$ cat src/rtl/bram_frame_ctrl_if.sv
// BRAM port and PC read port of the frame controller, bundled as one interface.
// master = controller side, slave = BRAM plus PC requester side.
interface bram_frame_ctrl_if #(
    parameter int ADDR_W = 18
);
    logic [ADDR_W-1:0] bram_addr;
    logic              bram_we;
    logic [7:0]        bram_din;
    logic [7:0]        bram_dout;

    logic              pc_ready;
    logic              pc_req;
    logic [ADDR_W-1:0] pc_addr;
    logic              pc_valid;
    logic [7:0]        pc_data;

    modport master (
        output bram_addr, bram_we, bram_din,
        input  bram_dout,
        output pc_ready, pc_valid, pc_data,
        input  pc_req, pc_addr
    );

    modport slave (
        input  bram_addr, bram_we, bram_din,
        output bram_dout,
        input  pc_ready, pc_valid, pc_data,
        output pc_req, pc_addr
    );
endinterface

$ cat src/rtl/bram_frame_ctrl.sv
// Frame BRAM sequencer: captures one active frame in 3-3-2 format, then serves
// reads to the display path or to the PC requester.
module bram_frame_ctrl #(
    parameter int H_ACTIVE = 640,
    parameter int V_ACTIVE = 400,
    parameter int ADDR_W   = 18   // H_ACTIVE*V_ACTIVE must fit in 2**ADDR_W
) (
    input  logic                 clk,
    input  logic                 reset,
    input  logic [2:0]           fsm_state,
    input  logic                 capture_start,
    input  logic [10:0]          hcount,
    input  logic [9:0]           vcount,
    input  logic [23:0]          pixel_in,
    output logic [1:0]           bram_state,
    output logic                 frame_done,
    output logic                 in_display,
    bram_frame_ctrl_if.master    bus
);

    typedef enum logic [1:0] {
        BRAM_IDLE     = 2'b00,
        CAPTURE_FRAME = 2'b01,
        WRITING_FRAME = 2'b10,
        READING_FRAME = 2'b11
    } state_t;

    localparam logic [2:0]        FSM_IDLE     = 3'b000;
    localparam logic [2:0]        SAVE_TO_BRAM = 3'b100;
    localparam logic [2:0]        SEND_TO_PC   = 3'b101;
    localparam logic [10:0]       H_LIM        = 11'(H_ACTIVE);
    localparam logic [9:0]        V_LIM        = 10'(V_ACTIVE);
    localparam logic [ADDR_W-1:0] LAST_ADDR    = ADDR_W'(H_ACTIVE * V_ACTIVE - 1);

    state_t            state;
    logic [ADDR_W-1:0] wr_addr;
    logic [ADDR_W-1:0] rd_cnt;
    logic              disp_p1;
    logic              pc_p1;

    logic              active;
    logic              origin;
    logic              save_mode;
    logic              pc_mode;
    logic              cap_req;
    logic [7:0]        packed_px;
    logic [ADDR_W-1:0] wr_slot;

    assign active    = (hcount < H_LIM) && (vcount < V_LIM);
    assign origin    = (hcount == '0) && (vcount == '0);
    assign save_mode = (fsm_state == SAVE_TO_BRAM);
    assign pc_mode   = (fsm_state == SEND_TO_PC);
    assign cap_req   = capture_start && save_mode;
    assign packed_px = {pixel_in[23:21], pixel_in[15:13], pixel_in[7:6]};
    // The first write of a frame always lands at address 0, on the origin pixel.
    assign wr_slot   = (state == CAPTURE_FRAME) ? '0 : wr_addr;

    assign bram_state  = state;
    // BRAM data is valid in the cycle pc_valid is high; pass it straight through.
    assign bus.pc_data = bus.pc_valid ? bus.bram_dout : 8'h00;

    always_ff @(posedge clk) begin
        if (reset) begin
            state          <= BRAM_IDLE;
            wr_addr        <= '0;
            rd_cnt         <= '0;
            disp_p1        <= 1'b0;
            pc_p1          <= 1'b0;
            frame_done     <= 1'b0;
            in_display     <= 1'b0;
            bus.bram_addr  <= '0;
            bus.bram_we    <= 1'b0;
            bus.bram_din   <= 8'h00;
            bus.pc_ready   <= 1'b0;
            bus.pc_valid   <= 1'b0;
        end else begin
            // NOTE: non-blocking defaults first, so every pulse output drops unless re-asserted below.
            bus.bram_we  <= 1'b0;
            frame_done   <= 1'b0;
            disp_p1      <= 1'b0;
            pc_p1        <= 1'b0;
            bus.pc_ready <= 1'b0;
            in_display   <= disp_p1;
            bus.pc_valid <= pc_p1;

            case (state)
                BRAM_IDLE: begin
                    if (cap_req)
                        state <= CAPTURE_FRAME;
                end

                CAPTURE_FRAME, WRITING_FRAME: begin
                    if (!save_mode) begin
                        state <= BRAM_IDLE;
                    end else if (capture_start) begin
                        state <= CAPTURE_FRAME;
                    end else if ((state == CAPTURE_FRAME) ? origin : active) begin
                        bus.bram_we   <= 1'b1;
                        bus.bram_addr <= wr_slot;
                        bus.bram_din  <= packed_px;
                        wr_addr       <= wr_slot + 1'b1;
                        if (wr_slot == LAST_ADDR) begin
                            frame_done <= 1'b1;
                            rd_cnt     <= '0;
                            state      <= READING_FRAME;
                        end else begin
                            state <= WRITING_FRAME;
                        end
                    end
                end

                READING_FRAME: begin
                    if (fsm_state == FSM_IDLE) begin
                        state <= BRAM_IDLE;
                    end else if (cap_req) begin
                        state <= CAPTURE_FRAME;
                    end else if (pc_mode) begin
                        bus.pc_ready <= 1'b1;
                        if (bus.pc_req) begin
                            bus.bram_addr <= bus.pc_addr;
                            pc_p1         <= 1'b1;
                        end
                    end else if (active) begin
                        disp_p1       <= 1'b1;
                        bus.bram_addr <= origin ? '0 : rd_cnt;
                        rd_cnt        <= origin ? ADDR_W'(1) : rd_cnt + 1'b1;
                    end
                end

                default: state <= BRAM_IDLE;
            endcase
        end
    end

endmodule

$ cat src/flat_wrapper.sv
// flat-port wrapper written by rule: the top's interface ports become plain ports
module bram_frame_ctrl_flat 
#(
    parameter int H_ACTIVE = 640,
    parameter int V_ACTIVE = 400,
    parameter int ADDR_W   = 18                                             
)
  (clk, reset, fsm_state, capture_start, hcount, vcount, pixel_in, bram_state, frame_done, in_display, bus_bram_addr, bus_bram_we, bus_bram_din, bus_bram_dout, bus_pc_ready, bus_pc_valid, bus_pc_data, bus_pc_req, bus_pc_addr);
  bram_frame_ctrl_if #(.ADDR_W(ADDR_W)) bus_i ();
  input  logic clk;
  input  logic reset;
  input  logic [2:0] fsm_state;
  input  logic capture_start;
  input  logic [10:0] hcount;
  input  logic [9:0] vcount;
  input  logic [23:0] pixel_in;
  output logic [1:0] bram_state;
  output logic frame_done;
  output logic in_display;
  output wire logic [$bits(bus_i.bram_addr)-1:0] bus_bram_addr;
  output wire logic [$bits(bus_i.bram_we)-1:0] bus_bram_we;
  output wire logic [$bits(bus_i.bram_din)-1:0] bus_bram_din;
  input wire logic [$bits(bus_i.bram_dout)-1:0] bus_bram_dout;
  output wire logic [$bits(bus_i.pc_ready)-1:0] bus_pc_ready;
  output wire logic [$bits(bus_i.pc_valid)-1:0] bus_pc_valid;
  output wire logic [$bits(bus_i.pc_data)-1:0] bus_pc_data;
  input wire logic [$bits(bus_i.pc_req)-1:0] bus_pc_req;
  input wire logic [$bits(bus_i.pc_addr)-1:0] bus_pc_addr;
  assign bus_bram_addr = bus_i.bram_addr;
  assign bus_bram_we = bus_i.bram_we;
  assign bus_bram_din = bus_i.bram_din;
  assign bus_i.bram_dout = bus_bram_dout;
  assign bus_pc_ready = bus_i.pc_ready;
  assign bus_pc_valid = bus_i.pc_valid;
  assign bus_pc_data = bus_i.pc_data;
  assign bus_i.pc_req = bus_pc_req;
  assign bus_i.pc_addr = bus_pc_addr;
  bram_frame_ctrl #(.H_ACTIVE(H_ACTIVE), .V_ACTIVE(V_ACTIVE), .ADDR_W(ADDR_W)) u_core (.clk(clk), .reset(reset), .fsm_state(fsm_state), .capture_start(capture_start), .hcount(hcount), .vcount(vcount), .pixel_in(pixel_in), .bram_state(bram_state), .frame_done(frame_done), .in_display(in_display), .bus(bus_i));
endmodule
$ cat config.mk
export PLATFORM = sky130hd
export DESIGN_NAME = bram_frame_ctrl_flat
export DESIGN_NICKNAME = d
export VERILOG_FILES = /design/src/rtl/bram_frame_ctrl_if.sv /design/src/rtl/bram_frame_ctrl.sv /design/src/flat_wrapper.sv
export SDC_FILE = /design/constraint.sdc
export NUM_CORES = 1
export LEC_CHECK = 0
export ABC_AREA = 0
export BUFFER_PORTS_ARGS = -buffer_cell sky130_fd_sc_hd__buf_2
export CORE_ASPECT_RATIO = 0.75
export CORE_MARGIN = 4
export CORE_UTILIZATION = 52
export DETAILED_ROUTE_END_ITERATION = 8
export PLACE_DENSITY = 0.8
export SLEW_MARGIN = 20
export SYNTH_ARGS = -nofsm -noshare
export SYNTH_HDL_FRONTEND = slang
export SYNTH_SLANG_ARGS = --single-unit
export TNS_END_PERCENT = 5
$ cat constraint.sdc
create_clock -name clk -period 3.4 [get_ports clk]
set_clock_uncertainty 0.05 [all_clocks]
set_input_delay 0.51 -clock clk [delete_from_list [all_inputs] [get_ports clk]]
set_output_delay 0.51 -clock clk [all_outputs]
set_load 0.005 [all_outputs]
After elaboration in Yosys (flattened, before gate mapping)
Cells that the tools add are included.
{"block": "word_totals", "input_bits": 78, "word_cells": 91, "regBits": 71}
{"block": "op_classes", "reduce_logical": 17, "bitwise": 6, "eq_ne": 17, "muxes": 35, "addsub": 2, "magnitude_cmp": 2}
{"op": "$mux 18", "n": 19}
{"op": "$pmux 18 s2", "n": 2}
{"op": "$add 18x1->18 const B", "n": 2}
{"op": "$eq 18x18->1 const B", "n": 1}
{"op": "$reduce_or 5->1", "n": 3}
{"op": "$logic_not 11->1", "n": 1}
{"op": "$lt 11x10->1 const B", "n": 1}
{"op": "$logic_not 10->1", "n": 1}
{"op": "$lt 10x9->1 const B", "n": 1}
{"op": "$mux 2", "n": 5}
{"op": "$reduce_and 9->1", "n": 1}
{"op": "$mux 8", "n": 1}
{"op": "$ne 2x1->1 const B", "n": 4}
{"op": "$ne 2x2->1 const B", "n": 4}
{"op": "$reduce_and 8->1", "n": 1}
{"op": "$reduce_or 4->1", "n": 2}
{"op": "$mux 1", "n": 7}
{"op": "$eq 3x3->1 const B", "n": 2}
{"op": "$not 1->1", "n": 6}
{"op": "$pmux 2 s3", "n": 1}
{"op": "$eq 2x2->1 const B", "n": 2}
{"op": "$ne 4x4->1 const B", "n": 1}
{"op": "$reduce_and 4->1", "n": 1}
{"op": "$logic_and 1x1->1", "n": 3}
{"op": "7 further kinds", "n": 7}

Depth between registers and ports, before layout
Gate-level depths: netlist (run 1).
{"block": "depth", "depth_word": 8, "ltp_mapped": 11, "ltp_nobuf": 10}

Least setup slack after synthesis (run 1)
Ideal clock, no wire load.
{"block": "synth_timing", "path_kind": "register to register", "startpoint": "register u_core.state[1] (netlist: u_core.bram_state[1])", "endpoint": "register u_core.rd_cnt[9]", "synth_period_minus_slack_ns": 2.653, "arrival_time_ns": 2.485, "required_time_ns": 3.233, "n_path_buf": 0, "setup_ns": 0.117, "path_stages_with_launch": 11, "path_slack_ns": 0.747, "cell_sequence": "dfxtp_1 > inv_1 > ha_1 > nor2b_1 > ha_1 > nand3_2 > nor4_4 > nand2_2 > a21o_4 > a211o_1 > a32o_1"}
{"block": "synth_via", "elab_chain_cells": 5, "elab_cells_between_ends": 18, "cone_classes": "eq/ne: 12; mux: 3; reduce/logical: 3"}
{"element": "from (decl)", "line_no": "bram_frame_ctrl.sv:35", "text": "state_t state;"}
{"element": "from (signal assigned)", "line_no": "bram_frame_ctrl.sv:64", "text": "state <= BRAM_IDLE;"}
{"element": "from (signal assigned)", "line_no": "bram_frame_ctrl.sv:89", "text": "state <= CAPTURE_FRAME;"}
{"element": "from (signal assigned)", "line_no": "bram_frame_ctrl.sv:94", "text": "state <= BRAM_IDLE;"}
{"element": "$eq 2x1->1", "line_no": "bram_frame_ctrl.sv:56, bram_frame_ctrl.sv:86, bram_frame_ctrl.sv:97"}
{"element": "$mux 18", "line_no": "bram_frame_ctrl.sv:56", "text": "assign wr_slot = (state == CAPTURE_FRAME) ? '0 : wr_addr;"}
{"element": "$eq 18x18->1", "line_no": "bram_frame_ctrl.sv:102", "text": "if (wr_slot == LAST_ADDR) begin"}
{"element": "$ne 2x1->1 (no source line)"}
{"element": "$reduce_and 9->1 (no source line)"}
{"element": "to (signal assigned)", "line_no": "bram_frame_ctrl.sv:126", "text": "rd_cnt <= origin ? ADDR_W'(1) : rd_cnt + 1'b1;"}
{"element": "to (decl)", "line_no": "bram_frame_ctrl.sv:37", "text": "logic [ADDR_W-1:0] rd_cnt;"}
Several ways; a longest one is shown, not always the timed one.
A chain may end at the register's enable or synchronous reset.

Worst setup path after layout (run 1)
{"block": "layout_timing", "startpoint": "register u_core.state[1] (netlist: u_core.bram_state[1])", "endpoint": "register u_core.rd_cnt[6]"}
Same word-level chain as after synthesis.

==> results of run 1 <==
==> power groups by stage <==
stage / registers (mW) / logic [mW] / clock network [mW]
2_1_floorplan: 0.851 / 0.0637 / 0
3_3_place_gp: 0.851 / 0.121 / 0
3_5_place_dp: 0.851 / 0.123 / 0
4_1_cts: 0.832 / 0.124 / 0.621
5_1_grt: 0.832 / 0.137 / 0.668
6_report: 0.832 / 0.126 / 0.611
==> state kept, by name, indices dropped and copies added (netlist names) <==
name / count
u_core.pc_p1: 1
u_core.rd_cnt: 18
u_core.bram_state: 2
u_core.bus.pc_ready: 1
u_core.bus.pc_valid: 1
u_core.in_display: 1
u_core.wr_addr: 18
u_core.bus.bram_addr: 18
u_core.frame_done: 1
u_core.disp_p1: 1
u_core.bus.bram_din: 8
u_core.bus.bram_we: 1
==> cell usage after synthesis, drive strengths merged (12+ instances only) <==
library cell	n	share of area, %
o21ai	16	1.9
nand4	12	2.1
nand2	79	7.3
a32o	15	3.6
nand3	41	5.1
nor2	31	2.9
o41ai	14	4.6
a31oi	21	3.2
and2	14	2.1
dfxtp	71	35
nor3	23	3.2
clkbuf	24	2.2
a21oi	46	5.7
buf	14	2.1
==> worst max-delay path, stage by stage, from the launching register on <==
cell and delay, ns:
dfxtp_1 0.38, inv_1 0.08, ha_1 0.24, nor2b_1 0.22, ha_1 0.29, nand3_2 0.19, nor4_4 0.47, nand2_2 0.17
a21o_4 0.28, a211o_1 0.28, a32o_1 0.25
==> worst max path at each step <==
stage	start	to	slack (ns)	depth (start not counted)
after floorplan	u_core.bram_state[1]	u_core.rd_cnt[9]	0.75	10
after global placement	u_core.bram_state[1]	u_core.rd_cnt[9]	0.57	10
after detailed placement	u_core.bram_state[1]	u_core.rd_cnt[6]	0.47	10
after CTS	u_core.bram_state[1]	u_core.rd_cnt[6]	0.45	10
after global routing	u_core.bram_state[1]	u_core.rd_cnt[14]	0.29	11
final	u_core.bram_state[1]	u_core.rd_cnt[6]	0.42	10
==> final cells by class <==
| type | count | area share, % |
|---|---|---|
| Timing Repair Buffer | 118 | 12.93 |
| Tap cell | 101 | 2.592 |
| Clock inverter | 5 | 0.6672 |
| Sequential cell | 71 | 29.15 |
| Multi-Input combinational cell | 397 | 51.14 |
| Clock buffer | 11 | 2.900 |
| Inverter | 8 | 0.6159 |
==> cells by family after synthesis <==
| logic type | share of synthesized area (%) |
|---|---|
| buffers and inverters | 5.077 |
| AO/OA/AOI/OAI | 27.82 |
| AND/OR/NAND/NOR | 31.04 |
| adder cells (fa/ha/maj) | 1.520 |
| flip-flops | 34.54 |
==> routing by layer <==
layer | up-vias | GRT usage [%] | wire [um]
li1 | 2108 | - | -
met5 | - | 0 | 0
met1 | 2098 | 37.19 | 5497
met4 | 0 | 8.166 | 195
met2 | 288 | 39.76 | 5418
met3 | 20 | 6.557 | 1285
==> metrics by stage <==
stage	instance area (um^2)	total power, mW	utilization (%)	std cells
2_1_floorplan	4115	0.9150	-	514
3_3_place_gp	4702	0.9722	62.41	695
3_5_place_dp	4702	0.9746	62.41	695
4_1_cts	4876	1.577	64.72	711
5_1_grt	4876	1.636	64.72	711
6_report	4876	1.568	64.72	711
==> metrics.yaml, run 1 <==
outcome: "completed"
ys_async_sr_fraction_pct: 0
drt_iter0_markers: 415
swShare_pct: 25.83
grt_max_degree: 67
die_w_um: 110.7
grt_pass1_vias: 4166
gp_congestion: 0.9630
syn_area_per_cell_um2: 8.006
reg2reg_depth: 10
num_vias: 4514
viasPerCell: 6.349
seq_area_frac_synth_pct: 34.54
clk_pin_slew_ns: 0.08
netlist_instances: 514
rows: 27
rsz0062_at_grt: "false"
dieArea_mm2: 0.009416
setup_tns_ns: 0
cts_num_sinks: 71
post_drt_wl_per_cell_um: 17.44
seqPwrFrac_pct: 53.0
multi_input_area_mm2: 0.002494
cp_max_fo: 8
power_density_mw_per_mm2: 321.6
ctsResizeCount: 0
ys_ff_latch: 71
drv_slew: 0
clockRootBuffer: "clkbuf_8"
arrival_ns: 3.17
hold_path_class: "in -> reg"
synthFlopType: "dfxtp_1"
drive_gt1_share_pct: 26.72
clk_latency_ns: 0.34
numPortBuffers: 102
worstHoldEndpoint: "u_core.bus.bram_din[7]"
ir_worst_vdd_mv: 0.1727
preCtsSetupSlack_ns: 0.4689
fmax_ghz: 0.3357
fin_hold_ws_ns: 0.3505
setup_ws_ns: 0.4215
p_sw_uw: 405.0
final_cell_mix: "102 x buf_2, 77 x nand2_1, 71 x dfxtp_1"
dp_hpwl_um: 8811
post-cts-setup-buffers: 0
p_leak_nw: 1.866
min-delay-start: "pixel_in[23]"
drc: 0
initial_utilization_pct: 54.63
grt_first_pass_wirelength_um: 20720
finalCritPeriodShare_pct: 87.60
syn-num-nets: 597
min_period_ns: 2.979
p_comb_share_pct: 8.0
cts_tree: "yes"
coreArea_mm2: 0.007533
grt-ovfl-total: 0
crit_required_ns: 3.59
antenna_found_initial: 0
r2r-end: "u_core.rd_cnt[6]"
hold_violations: 0
postRouteWirelength_um: 12400
syn-cell-area_mm2: 0.004115
nNetsFinal: 688
critPathCaptureType: "flip-flop"
drv_cap: 0
worstMarginPinSlew_ns: 1.025
grt_use_total_pct: 26.37
yosys_warnings: 0
cts_buffers: 9
critical_path_class: "reg -> reg"
die_y_um: 85.04
ctsHoldBuffers: 0
r2r-start: "u_core.bram_state[1]"
antenna_cells: 0
nFillCells: 668
pwr-share-clk_pct: 38.9
layout_commonest_cell: "buf_2"
cp-start-kind: "flip-flop"
regToRegSetupSlack_ns: 0.42
drtAntennaViolNets: 0
cts_max_level: 3
relSlewSlack_pct: 31.60
area_growth_pct: 18.49
synth.distinct_cells: 62
min_path_cells: 3
seqCellArea_mm2: 0.001421
drtPass1Iterations: 5
synth_edf_count: 0
setup_viol: 0
p_int_mw: 1.163
clk_path_buf_depth: 2
boundaryPins: 119
Note: power is estimated with default switching activity, not from simulation.
==> inputs of run 2 (changes only) <==
--- a/config.mk
+++ b/config.mk
@@ -7,5 +7,5 @@
 export LEC_CHECK = 0
 export ABC_AREA = 0
-export BUFFER_PORTS_ARGS = -buffer_cell sky130_fd_sc_hd__buf_2
+export BUFFER_PORTS_ARGS = -buffer_cell sky130_fd_sc_hd__clkbuf_2
 export CORE_ASPECT_RATIO = 0.75
 export CORE_MARGIN = 4
==> constraint.sdc (replaced) <==
create_clock -name clk -period 3.4 [get_ports clk]
set_clock_uncertainty 0.05 [all_clocks]
set_input_delay 0.51 -clock clk [delete_from_list [all_inputs] [get_ports clk]]
set_output_delay 0.51 -clock clk [all_outputs]
set_load 0.05 [all_outputs]
==> metrics.yaml, run 2 (same netlist as run 1, synthesis figures left out) <==
outcome: "completed"
arrival_ns: 3.15
path_common_cell: "ha_1"
drv_cap: 0
drtPass1Iterations: 5
nFillCells: 645
grt-ovfl-total: 0
post-cts-setup-buffers: 0
crit_chain: "inv_1, ha_1, nor2b_1, ha_1, nand3_2, nor4_4, nand2_2, a21o_4, a211o_1, a32o_1"
min_period_ns: 2.964
drv_slew: 0
die_w_um: 110.7
top_regs: "u_core.bus.bram_addr x18, u_core.rd_cnt x18, u_core.wr_addr x18"
setup_tns_ns: 0
cts_tree: "yes"
p_sw_uw: 390.2
p_int_mw: 1.155
postRouteWirelength_um: 12360
clk_path_buf_depth: 2
cts_num_sinks: 71
p_comb_share_pct: 8.3
ctsResizeCount: 0
coreArea_mm2: 0.007533
die_y_um: 85.04
path_buf_inv: 1
rsz0062_at_grt: "false"
cts_buffers: 9
dieArea_mm2: 0.009416
grt_use_total_pct: 26.07
num_vias: 4540
critPathCaptureType: "flip-flop"
layout_commonest_cell: "clkbuf_2"
critical_path_class: "reg -> reg"
fin_area_mm2: 0.004866
ctsHoldBuffers: 0
setup_viol: 0
dp_cells: 695
boundaryPins: 119
clk_latency_ns: 0.34
cp_max_fo: 8
cp-start-kind: "flip-flop"
pwr-share-clk_pct: 37.9
drive_gt1_share_pct: 26.60
swShare_pct: 25.24
place_area_mm2: 0.004702
fmax_ghz: 0.3374
drt_iter0_markers: 474
rows: 27
worstMarginPinSlew_ns: 1.094
grt_pass1_vias: 4220
ir_worst_vdd_mv: 0.1855
preCtsSetupSlack_ns: 0.4823
fin_cells: 710
post_drt_wl_per_cell_um: 17.40
critPathTopFamily: "simple AND/OR/NAND/NOR gates"
slowest_delay_ns: 0.46
hold_violations: 0
relSlewSlack_pct: 26.96
nNetsFinal: 688
grt_first_pass_wirelength_um: 20700
crit_required_ns: 3.59
dp_hpwl_um: 8869
antenna_cells: 0
final_cell_mix: "102 x clkbuf_2, 77 x nand2_1, 71 x dfxtp_1"
finalCritPeriodShare_pct: 87.17
clk_pin_slew_ns: 0.07
power_density_mw_per_mm2: 317.6
initial_utilization_pct: 54.63
numPortBuffers: 102
antenna_found_initial: 0
fin_hold_ws_ns: 0.3360
gp_congestion: 0.9500
drtAntennaViolNets: 0
cts_max_level: 3
seqPwrFrac_pct: 53.8
crit_slowest_cell: "nor4_4"
setup_ws_ns: 0.4362
drc: 0
viasPerCell: 6.394
area_growth_pct: 18.24
p_leak_nw: 1.832
grt_max_degree: 67
hold_path_class: "in -> reg"
clockRootBuffer: "clkbuf_8"
==> run 2: cell types whose count changed in the layout (fill, tap and decap cells not counted), sizes merged <==
| cell | previous run | this run |
|---|---|---|
| buf | 118 | 16 |
| clkbuf | 11 | 113 |
| clkinv | 4 | 3 |
| clkinvlp | 0 | 1 |
| inv | 9 | 8 |
==> run 2: final timing paths <==
check | startpoint | to | slack (ns) | cells past startpoint
worst max register to register | u_core.bram_state[1] | u_core.rd_cnt[13] | 0.44 | 10
worst min register to register | u_core.bus.bram_din[5] | u_core.bus.bram_din[5] | 0.41 | 2
worst max-delay path | u_core.bram_state[1] | u_core.rd_cnt[13] | 0.44 | 10
worst min-delay path | pixel_in[15] | u_core.bus.bram_din[4] | 0.34 | 3
==> run 2: power groups by stage <==
stage	clock network (mW)	logic, mW	registers [mW]
after global routing	0.636	0.138	0.832
after global placement	0	0.122	0.851
after CTS	0.594	0.125	0.832
after detailed placement	0	0.125	0.851
final	0.586	0.128	0.832
after floorplan	0	0.0637	0.853
==> run 2: metrics by stage <==
stage | utilization (%) | total power, mW
after floorplan | - | 0.9165
after detailed placement | 62.41 | 0.9762
final | 64.59 | 1.546
after global placement | 62.41 | 0.9736
after CTS | 64.59 | 1.551
after global routing | 64.59 | 1.606
==> run 2: final cells by class <==
type                    count  area [um^2]  area share (%)
clock buffers              11        141.4           2.906
flip-flops and latches     71         1421           29.21
well taps                 101        126.4           2.597
inverters                   8        30.03          0.6171
repair buffers            118        630.6           12.96
multi-input cells         397         2494           51.25
clock inverters             4        22.52          0.4628
==> run 2: worst min-delay path, delay by kind of cell <==
family,cells,cell delay (ns)
and+or+nand+nor,1,0.04
buffers and inverters,1,0.08
AOI/OAI and AO/OA,1,0.05
==> run 2: per-layer routing <==
layer	vias to the layer above	GRT usage, %	wire [um]
met5	-	0	0
met1	2126	36.48	5285
met3	23	6.771	1452
li1	2111	-	-
met4	0	8.054	208
met2	280	39.48	5408
